`src/rtl/uart_ctrl_pkg.sv`:
```
// Shared definitions for the memory-mapped UART controller:
// register offsets, UART_CON bit positions and the TX sequencer states.
package uart_ctrl_pkg;

  // Register offsets relative to BASE_ADDR
  localparam logic [31:0] TXD_OFF = 32'h0000_0000;
  localparam logic [31:0] RXD_OFF = 32'h0000_0004;
  localparam logic [31:0] CON_OFF = 32'h0000_0008;

  // UART_CON bit positions
  localparam int CON_TX_IE     = 0;
  localparam int CON_RX_IE     = 1;
  localparam int CON_RX_VALID  = 2;
  localparam int CON_TX_DONE   = 3;
  localparam int CON_TX_BUSY   = 4;
  localparam int CON_OVERRUN   = 5;
  localparam int CON_FIFO_FULL = 6;
  localparam int CON_DROP      = 7;

  // TX sequencer: one frame at a time, launch pulse then wait for idle
  typedef enum logic [1:0] {
    TX_IDLE   = 2'b00,
    TX_LAUNCH = 2'b01,
    TX_BUSY   = 2'b10
  } tx_state_e;

endpackage

```
`src/rtl/uart_tx_fifo.sv`:
```
// Small synchronous FIFO holding CPU-written bytes until the transmitter
// is free. Pointers carry one extra wrap bit so full and empty are
// distinguishable without a separate counter.
module uart_tx_fifo #(
  parameter int DEPTH = 4,
  parameter int WIDTH = 8
) (
  input  logic             sysclk,
  input  logic             reset,
  input  logic             push,
  input  logic             pop,
  input  logic [WIDTH-1:0] wdata,
  output logic             full,
  output logic             empty,
  output logic [WIDTH-1:0] head
);

  localparam int AW = $clog2(DEPTH);

  logic [AW:0]      wr_ptr_r;
  logic [AW:0]      rd_ptr_r;
  logic [WIDTH-1:0] mem_r [DEPTH];
  logic             do_push_s;
  logic             do_pop_s;

  // Status flags from the pre-edge pointers; a push while full is dropped
  // even if a pop happens in the same cycle.
  always_comb begin
    full      = (wr_ptr_r[AW] != rd_ptr_r[AW]) &&
                (wr_ptr_r[AW-1:0] == rd_ptr_r[AW-1:0]);
    empty     = (wr_ptr_r == rd_ptr_r);
    do_push_s = push & ~full;
    do_pop_s  = pop & ~empty;
    head      = mem_r[rd_ptr_r[AW-1:0]];
  end

  // Pointer advance, wrapping modulo 2*DEPTH
  always_ff @(posedge sysclk) begin
    if (reset) begin
      wr_ptr_r <= '0;
      rd_ptr_r <= '0;
    end else begin
      if (do_push_s) wr_ptr_r <= wr_ptr_r + {{AW{1'b0}}, 1'b1};
      if (do_pop_s)  rd_ptr_r <= rd_ptr_r + {{AW{1'b0}}, 1'b1};
    end
  end

  // Storage write; contents need no reset since empty masks them
  always_ff @(posedge sysclk) begin
    if (do_push_s) mem_r[wr_ptr_r[AW-1:0]] <= wdata;
  end

endmodule

```
`src/rtl/uart_ctrl.sv`:
```
// Memory-mapped UART controller: address decode, RX holding register with
// overrun tracking, TX FIFO plus launch sequencer, and interrupt request.
module uart_ctrl
  import uart_ctrl_pkg::*;
#(
  parameter logic [31:0] BASE_ADDR = 32'h4000_0018,
  parameter int          TX_DEPTH  = 4
) (
  input  logic        sysclk,
  input  logic        reset,
  input  logic [31:0] addr,
  input  logic [31:0] wdata,
  input  logic        MemRead,
  input  logic        MemWrite,
  output logic [31:0] rdata,
  output logic        sel,
  input  logic        rx_done,
  input  logic [7:0]  rx_data,
  input  logic        tx_status,
  output logic        tx_start,
  output logic [7:0]  tx_data,
  output logic        irq
);

  tx_state_e   state_r;
  tx_state_e   state_nx_s;

  logic        hit_txd_s, hit_rxd_s, hit_con_s;
  logic        rd_rxd_s, rd_con_s, wr_txd_s, wr_con_s;
  logic        pop_s, tx_end_s;
  logic        fifo_full_s, fifo_empty_s;
  logic [7:0]  fifo_head_s;
  logic [7:0]  con_s;
  logic        overrun_set_s, drop_set_s;

  logic        tx_ie_r, rx_ie_r, rx_valid_r, tx_done_r, overrun_r, drop_r;
  logic [7:0]  rx_byte_r;
  logic        tx_start_r, irq_r;
  logic [7:0]  tx_data_r;

  // Only the low byte of write data carries meaning
  logic        unused_wdata_s;
  assign unused_wdata_s = ^wdata[31:8];

  uart_tx_fifo #(
    .DEPTH (TX_DEPTH),
    .WIDTH (8)
  ) u_tx_fifo (
    .sysclk (sysclk),
    .reset  (reset),
    .push   (wr_txd_s),
    .pop    (pop_s),
    .wdata  (wdata[7:0]),
    .full   (fifo_full_s),
    .empty  (fifo_empty_s),
    .head   (fifo_head_s)
  );

  // Address decode and bus strobes qualified by register hit
  always_comb begin
    hit_txd_s     = (addr == (BASE_ADDR + TXD_OFF));
    hit_rxd_s     = (addr == (BASE_ADDR + RXD_OFF));
    hit_con_s     = (addr == (BASE_ADDR + CON_OFF));
    rd_rxd_s      = MemRead  & hit_rxd_s;
    rd_con_s      = MemRead  & hit_con_s;
    wr_txd_s      = MemWrite & hit_txd_s;
    wr_con_s      = MemWrite & hit_con_s;
    overrun_set_s = rx_done & rx_valid_r & ~rd_rxd_s;
    drop_set_s    = wr_txd_s & fifo_full_s;
  end

  // UART_CON image assembled from the live status bits
  always_comb begin
    con_s                = 8'h00;
    con_s[CON_TX_IE]     = tx_ie_r;
    con_s[CON_RX_IE]     = rx_ie_r;
    con_s[CON_RX_VALID]  = rx_valid_r;
    con_s[CON_TX_DONE]   = tx_done_r;
    con_s[CON_TX_BUSY]   = (state_r != TX_IDLE) | ~fifo_empty_s;
    con_s[CON_OVERRUN]   = overrun_r;
    con_s[CON_FIFO_FULL] = fifo_full_s;
    con_s[CON_DROP]      = drop_r;
  end

  // Combinational read mux; TXD and unmapped addresses read as zero
  always_comb begin
    sel = hit_txd_s | hit_rxd_s | hit_con_s;
    if (hit_rxd_s) begin
      rdata = {24'h00_0000, rx_byte_r};
    end else if (hit_con_s) begin
      rdata = {24'h00_0000, con_s};
    end else begin
      rdata = 32'h0000_0000;
    end
  end

  // TX sequencer next state: pop on launch, flag completion on return to idle
  always_comb begin
    state_nx_s = state_r;
    pop_s      = 1'b0;
    tx_end_s   = 1'b0;
    case (state_r)
      TX_IDLE: begin
        if (!fifo_empty_s && tx_status) begin
          state_nx_s = TX_LAUNCH;
          pop_s      = 1'b1;
        end else begin
          state_nx_s = TX_IDLE;
        end
      end
      TX_LAUNCH: begin
        if (!tx_status) begin
          state_nx_s = TX_BUSY;
        end else begin
          state_nx_s = TX_LAUNCH;
        end
      end
      TX_BUSY: begin
        if (tx_status) begin
          state_nx_s = TX_IDLE;
          tx_end_s   = 1'b1;
        end else begin
          state_nx_s = TX_BUSY;
        end
      end
      default: begin
        state_nx_s = TX_IDLE;
      end
    endcase
  end

  // TX sequencer state register
  always_ff @(posedge sysclk) begin
    if (reset) state_r <= TX_IDLE;
    else       state_r <= state_nx_s;
  end

  // Launch pulse and byte latch toward the transmitter
  always_ff @(posedge sysclk) begin
    if (reset) begin
      tx_start_r <= 1'b0;
      tx_data_r  <= 8'h00;
    end else begin
      tx_start_r <= pop_s;
      if (pop_s) tx_data_r <= fifo_head_s;
    end
  end

  // RX holding register; a coincident RXD read keeps valid set without overrun
  always_ff @(posedge sysclk) begin
    if (reset) begin
      rx_byte_r  <= 8'h00;
      rx_valid_r <= 1'b0;
    end else if (rx_done) begin
      rx_byte_r  <= rx_data;
      rx_valid_r <= 1'b1;
    end else if (rd_rxd_s) begin
      rx_valid_r <= 1'b0;
    end
  end

  // CON enables and sticky flags; a set beats a simultaneous CON-read clear
  always_ff @(posedge sysclk) begin
    if (reset) begin
      tx_ie_r   <= 1'b0;
      rx_ie_r   <= 1'b0;
      tx_done_r <= 1'b0;
      overrun_r <= 1'b0;
      drop_r    <= 1'b0;
    end else begin
      if (wr_con_s) begin
        tx_ie_r <= wdata[CON_TX_IE];
        rx_ie_r <= wdata[CON_RX_IE];
      end
      tx_done_r <= tx_end_s      | (tx_done_r & ~rd_con_s);
      overrun_r <= overrun_set_s | (overrun_r & ~rd_con_s);
      drop_r    <= drop_set_s    | (drop_r    & ~rd_con_s);
    end
  end

  // Interrupt request, one cycle behind its sources
  always_ff @(posedge sysclk) begin
    if (reset) irq_r <= 1'b0;
    else       irq_r <= (rx_ie_r & rx_valid_r) | (tx_ie_r & tx_done_r);
  end

  assign tx_start = tx_start_r;
  assign tx_data  = tx_data_r;
  assign irq      = irq_r;

endmodule

```
`config.mk`:
```
export PLATFORM = sky130hd
export DESIGN_NAME = uart_ctrl
export DESIGN_NICKNAME = d
export VERILOG_FILES = /design/src/rtl/uart_ctrl_pkg.sv /design/src/rtl/uart_tx_fifo.sv /design/src/rtl/uart_ctrl.sv
export SDC_FILE = /design/constraint.sdc
export NUM_CORES = 1
export LEC_CHECK = 0
export CORE_AREA = 2 2 88 90
export CTS_BUF_LIST = sky130_fd_sc_hd__clkbuf_4 sky130_fd_sc_hd__clkbuf_8
export CTS_CLUSTER_DIAMETER = 30
export CTS_CLUSTER_SIZE = 40
export DETAILED_ROUTE_END_ITERATION = 8
export DIE_AREA = 0 0 90 92
export GPL_TIMING_DRIVEN = 0
export PLACE_DENSITY = 0.77
export REMOVE_ABC_BUFFERS = 1
export SLEW_MARGIN = 20
export SYNTH_ARGS = -nofsm -noshare
export SYNTH_HDL_FRONTEND = slang
export SYNTH_SLANG_ARGS = --single-unit
```
`constraint.sdc`:
```
create_clock -name sysclk -period 5.4 [get_ports sysclk]
set_clock_uncertainty 0.1 [all_clocks]
set_input_delay 0.54 -clock sysclk [delete_from_list [all_inputs] [get_ports sysclk]]
set_output_delay 0.54 -clock sysclk [all_outputs]
set_load 0.03 [all_outputs]
```
==> impl_results.md <==
* DPL Wire Length at 4220 µm
* Setup TNS at 0 ns
* Comb pwr share at 0.079
* Status: finished, final reports clean
* WL final at 5700 µm
* Reg2reg start: u_tx_fifo.rd_ptr_r[0]
* Fmax at 263 MHz
* Fin crit period at 3.81 ns
* Max-Cap Viols at 0
* Slowest cell on crit path: nor4b_1
* Final Cell Area at 0.00406 mm²
* Clock Latency Late Sink at 0.34 ns
* R2R setup slack at 2.93 ns
* Period utilization at 0.705
* Vias post-DR at 2048
* YS warnings at 0
* Hold buffers post-CTS at 0
* Async SR Flop Fraction at 0
* EDFF count, synth at 32
* PortBufs at 72
* Final Hold Viols at 0
* Critical Path Start Type: input port
* Yosys cell types at 50
* Seq cells post-synth at 64
* Pin count of the biggest net entering global routing at 38
* Hold Crit Class: flop to flop
* First-pass GRT wire length at 9370 µm
* Synth Instances at 240
* Starting Density at 0.417
* CP Capture Type: output pin
* Die height at 92 µm
* Leakage at 0.00143 µW
* RSZ-0062 raised after global routing: false
* Post-Syn Area at 0.00311 mm²
* Switching power share of the total at 0.206
* Hold_sp: overrun_r
* Syn Area/Cell at 12.9 µm²
* Seq/Total Area, Yosys at 0.516
* Number of global-route vias before repair at 1974
* Worst path max stage delay at 0.79 ns
* CTS buffer count at 9
* Clock share of power at 0.451
* Power, Total at 1100 µW
* Max VDD drop at 0.135 mV
* Synth Flop Type: edfxtp_1
* DR iter-0 viols at 139
* Post-cts sizing count at 0
* Crit-path cells: clkdlybuf4s50_1 -> nor4b_1 -> and3_1 -> a22o_1 -> clkdlybuf4s50_1
* Buffers inserted by post-CTS timing repair at 0
* Setup violators final at 0
* Final Max Slew Viols at 0
* Gpl congestion at 0.726
* Crit path from: addr[2]
* Worst r2r path cells at 4
* Critical-path maximum fanout at 8
* Top-area cell type share of the netlist area at 0.309
* Share of cells above drive strength 1 at 0.110
* Die width at 90 µm
* Placed cell areas at 0.00381 mm²
* Cell Int Power at 873 µW
* Crit Path Class: input port to output pin
* Maximum root-to-sink buffer count at 2
* Sink Count at 64
* GRT overflow at 0
* Dominant cells by area after synthesis: edfxtp_1 31%, dfxtp_1 21%, buf_4 6.0%
* Area growth syn-to-layout at 30.7%
* Sequential share of power at 0.470
* CP most frequent cell: clkdlybuf4s50_1
* CTS H-Tree Depth at 3
* Ports at 121
* WP buf/inv at 2
* Power per standard cell area at 271 mW/mm²
* Die footprint at 0.00828 mm²
* Clock Pin Slew Worst Setup and Hold Paths at 0.07 ns
* First drt pass iteration count at 4
* Reg-to-reg endpoint: u_tx_fifo.mem_r[0][7]
* Nets at 397
* Diodes inserted at 0
* CP Data Arrival Time at 3.17 ns
* Area leader, netlist: edfxtp_1
* Commonest cells post-synth: 32 x dfxtp_1, 32 x edfxtp_1, 26 x nor2_1
* Crit path max-delay family: simple AND/OR/NAND/NOR gates
* Clk root buf: clkbuf_8
* Sw Pwr at 227 µW
* Worst EP required at 4.76 ns
* Slew headroom at 0.409
* FP Rows at 32
* Antenna Nets Post-Route at 0
* DRC viols at 0
* Antenna violations before repair at 0
* Core area at 0.00745 mm²
* GRT Overall Usage at 0.146
* DR vias/cell at 4.86
* Least-Margin Pin Slew at 0.886 ns
* CTS tree: yes
* Hold EP: overrun_r
* Hold Crit Depth at 2
* DR WL/cell at 13.5 µm
layer usage:
| layer | part of all wire | GRT usage | vias to the layer above | wire length [µm] |
|---|---|---|---|---|
| met5 | 0 | 0 | - | 0 |
| met4 | 0.020 | 0.0718 | 0 | 116 |
| li1 | - | - | 993 | - |
| met3 | 0.054 | 0.0460 | 10 | 308 |
| met1 | 0.41 | 0.160 | 975 | 2330 |
| met2 | 0.52 | 0.256 | 70 | 2950 |
stage by stage:
step            util  setup WS [ns]  hold WS [ns]  cells
6_report       0.545           1.59         0.393    421
5_1_grt        0.545           1.45         0.419    421
4_1_cts        0.545           1.58         0.392    421
3_5_place_dp   0.512           1.64         0.380    405
3_3_place_gp   0.511           1.42         0.377    404
2_1_floorplan      -           2.56         0.351    230
registers in the layout, summed over array words and instances, names as in the netlist:
signal and cells:
u_tx_fifo.mem_r 32, drop_r 1, state_r 2, irq 1
tx_done_r 1, u_tx_fifo.rd_ptr_r 3, u_tx_fifo.wr_ptr_r 3, rx_byte_r 8
tx_data 8, rx_ie_r 1, overrun_r 1, rx_valid_r 1
tx_ie_r 1, tx_start 1
cells by family after synthesis:
kind of cell	after synthesis	synth area share
and+or+nand+nor	77	0.170
DFF	64	0.516
muxes	28	0.132
other	1	0.00121
adders and majority gates	5	0.0201
xor gates and xnor gates	7	0.0222
buffers and inverters	37	0.0802
AOI/OAI and AO/OA	21	0.0584
worst max path at each step:
stage                            endpoint  cells past startpoint  slack, ns
floorplan           u_tx_fifo.mem_r[3][0]                      4       2.56
global placement    u_tx_fifo.mem_r[3][2]                      5       1.42
detailed placement               rdata[6]                      5       1.64
CTS                              rdata[6]                      5       1.58
global route                     rdata[6]                      5       1.45
finish                           rdata[6]                      5       1.59
worst register-to-register path: cells and delay by family, from the launching register on:
| kind | cells | cell delay, ns |
|---|---|---|
| DFF | 1 | 0.77 |
| and+or+nand+nor | 3 | 0.97 |
| xor gates and xnor gates | 1 | 0.27 |
area by class of cell:
type / instances / area [µm²]
clock buffers: 11 / 139
clock inverters: 5 / 104
fillers: 607 / 3390
inverters: 4 / 15.0
multi-input cells: 162 / 1350
flip-flops and latches: 64 / 1600
well taps: 102 / 128
repair buffers: 73 / 723
power by group through the flow:
stage,Clock [µW],Combinational [µW],Sequential (µW)
3_3_place_gp,0,86.3,527
5_1_grt,528,92.9,517
4_1_cts,507,87.8,516
6_report,496,87.4,517
2_1_floorplan,0,34.8,527
3_5_place_dp,0,87.5,527
layout by cell type (no fill, tap or decap), types with 5 or more instances in the layout:
cell type,instances
a22o_1,8
mux4_1,7
clkbuf_8,9
clkdlybuf4s50_1,71
dfxtp_1,32
mux2i_1,18
edfxtp_1,32
conb_1,24
ha_1,5
nand2b_1,6
nor2_1,26
Power figures use the tool's default switching activity.
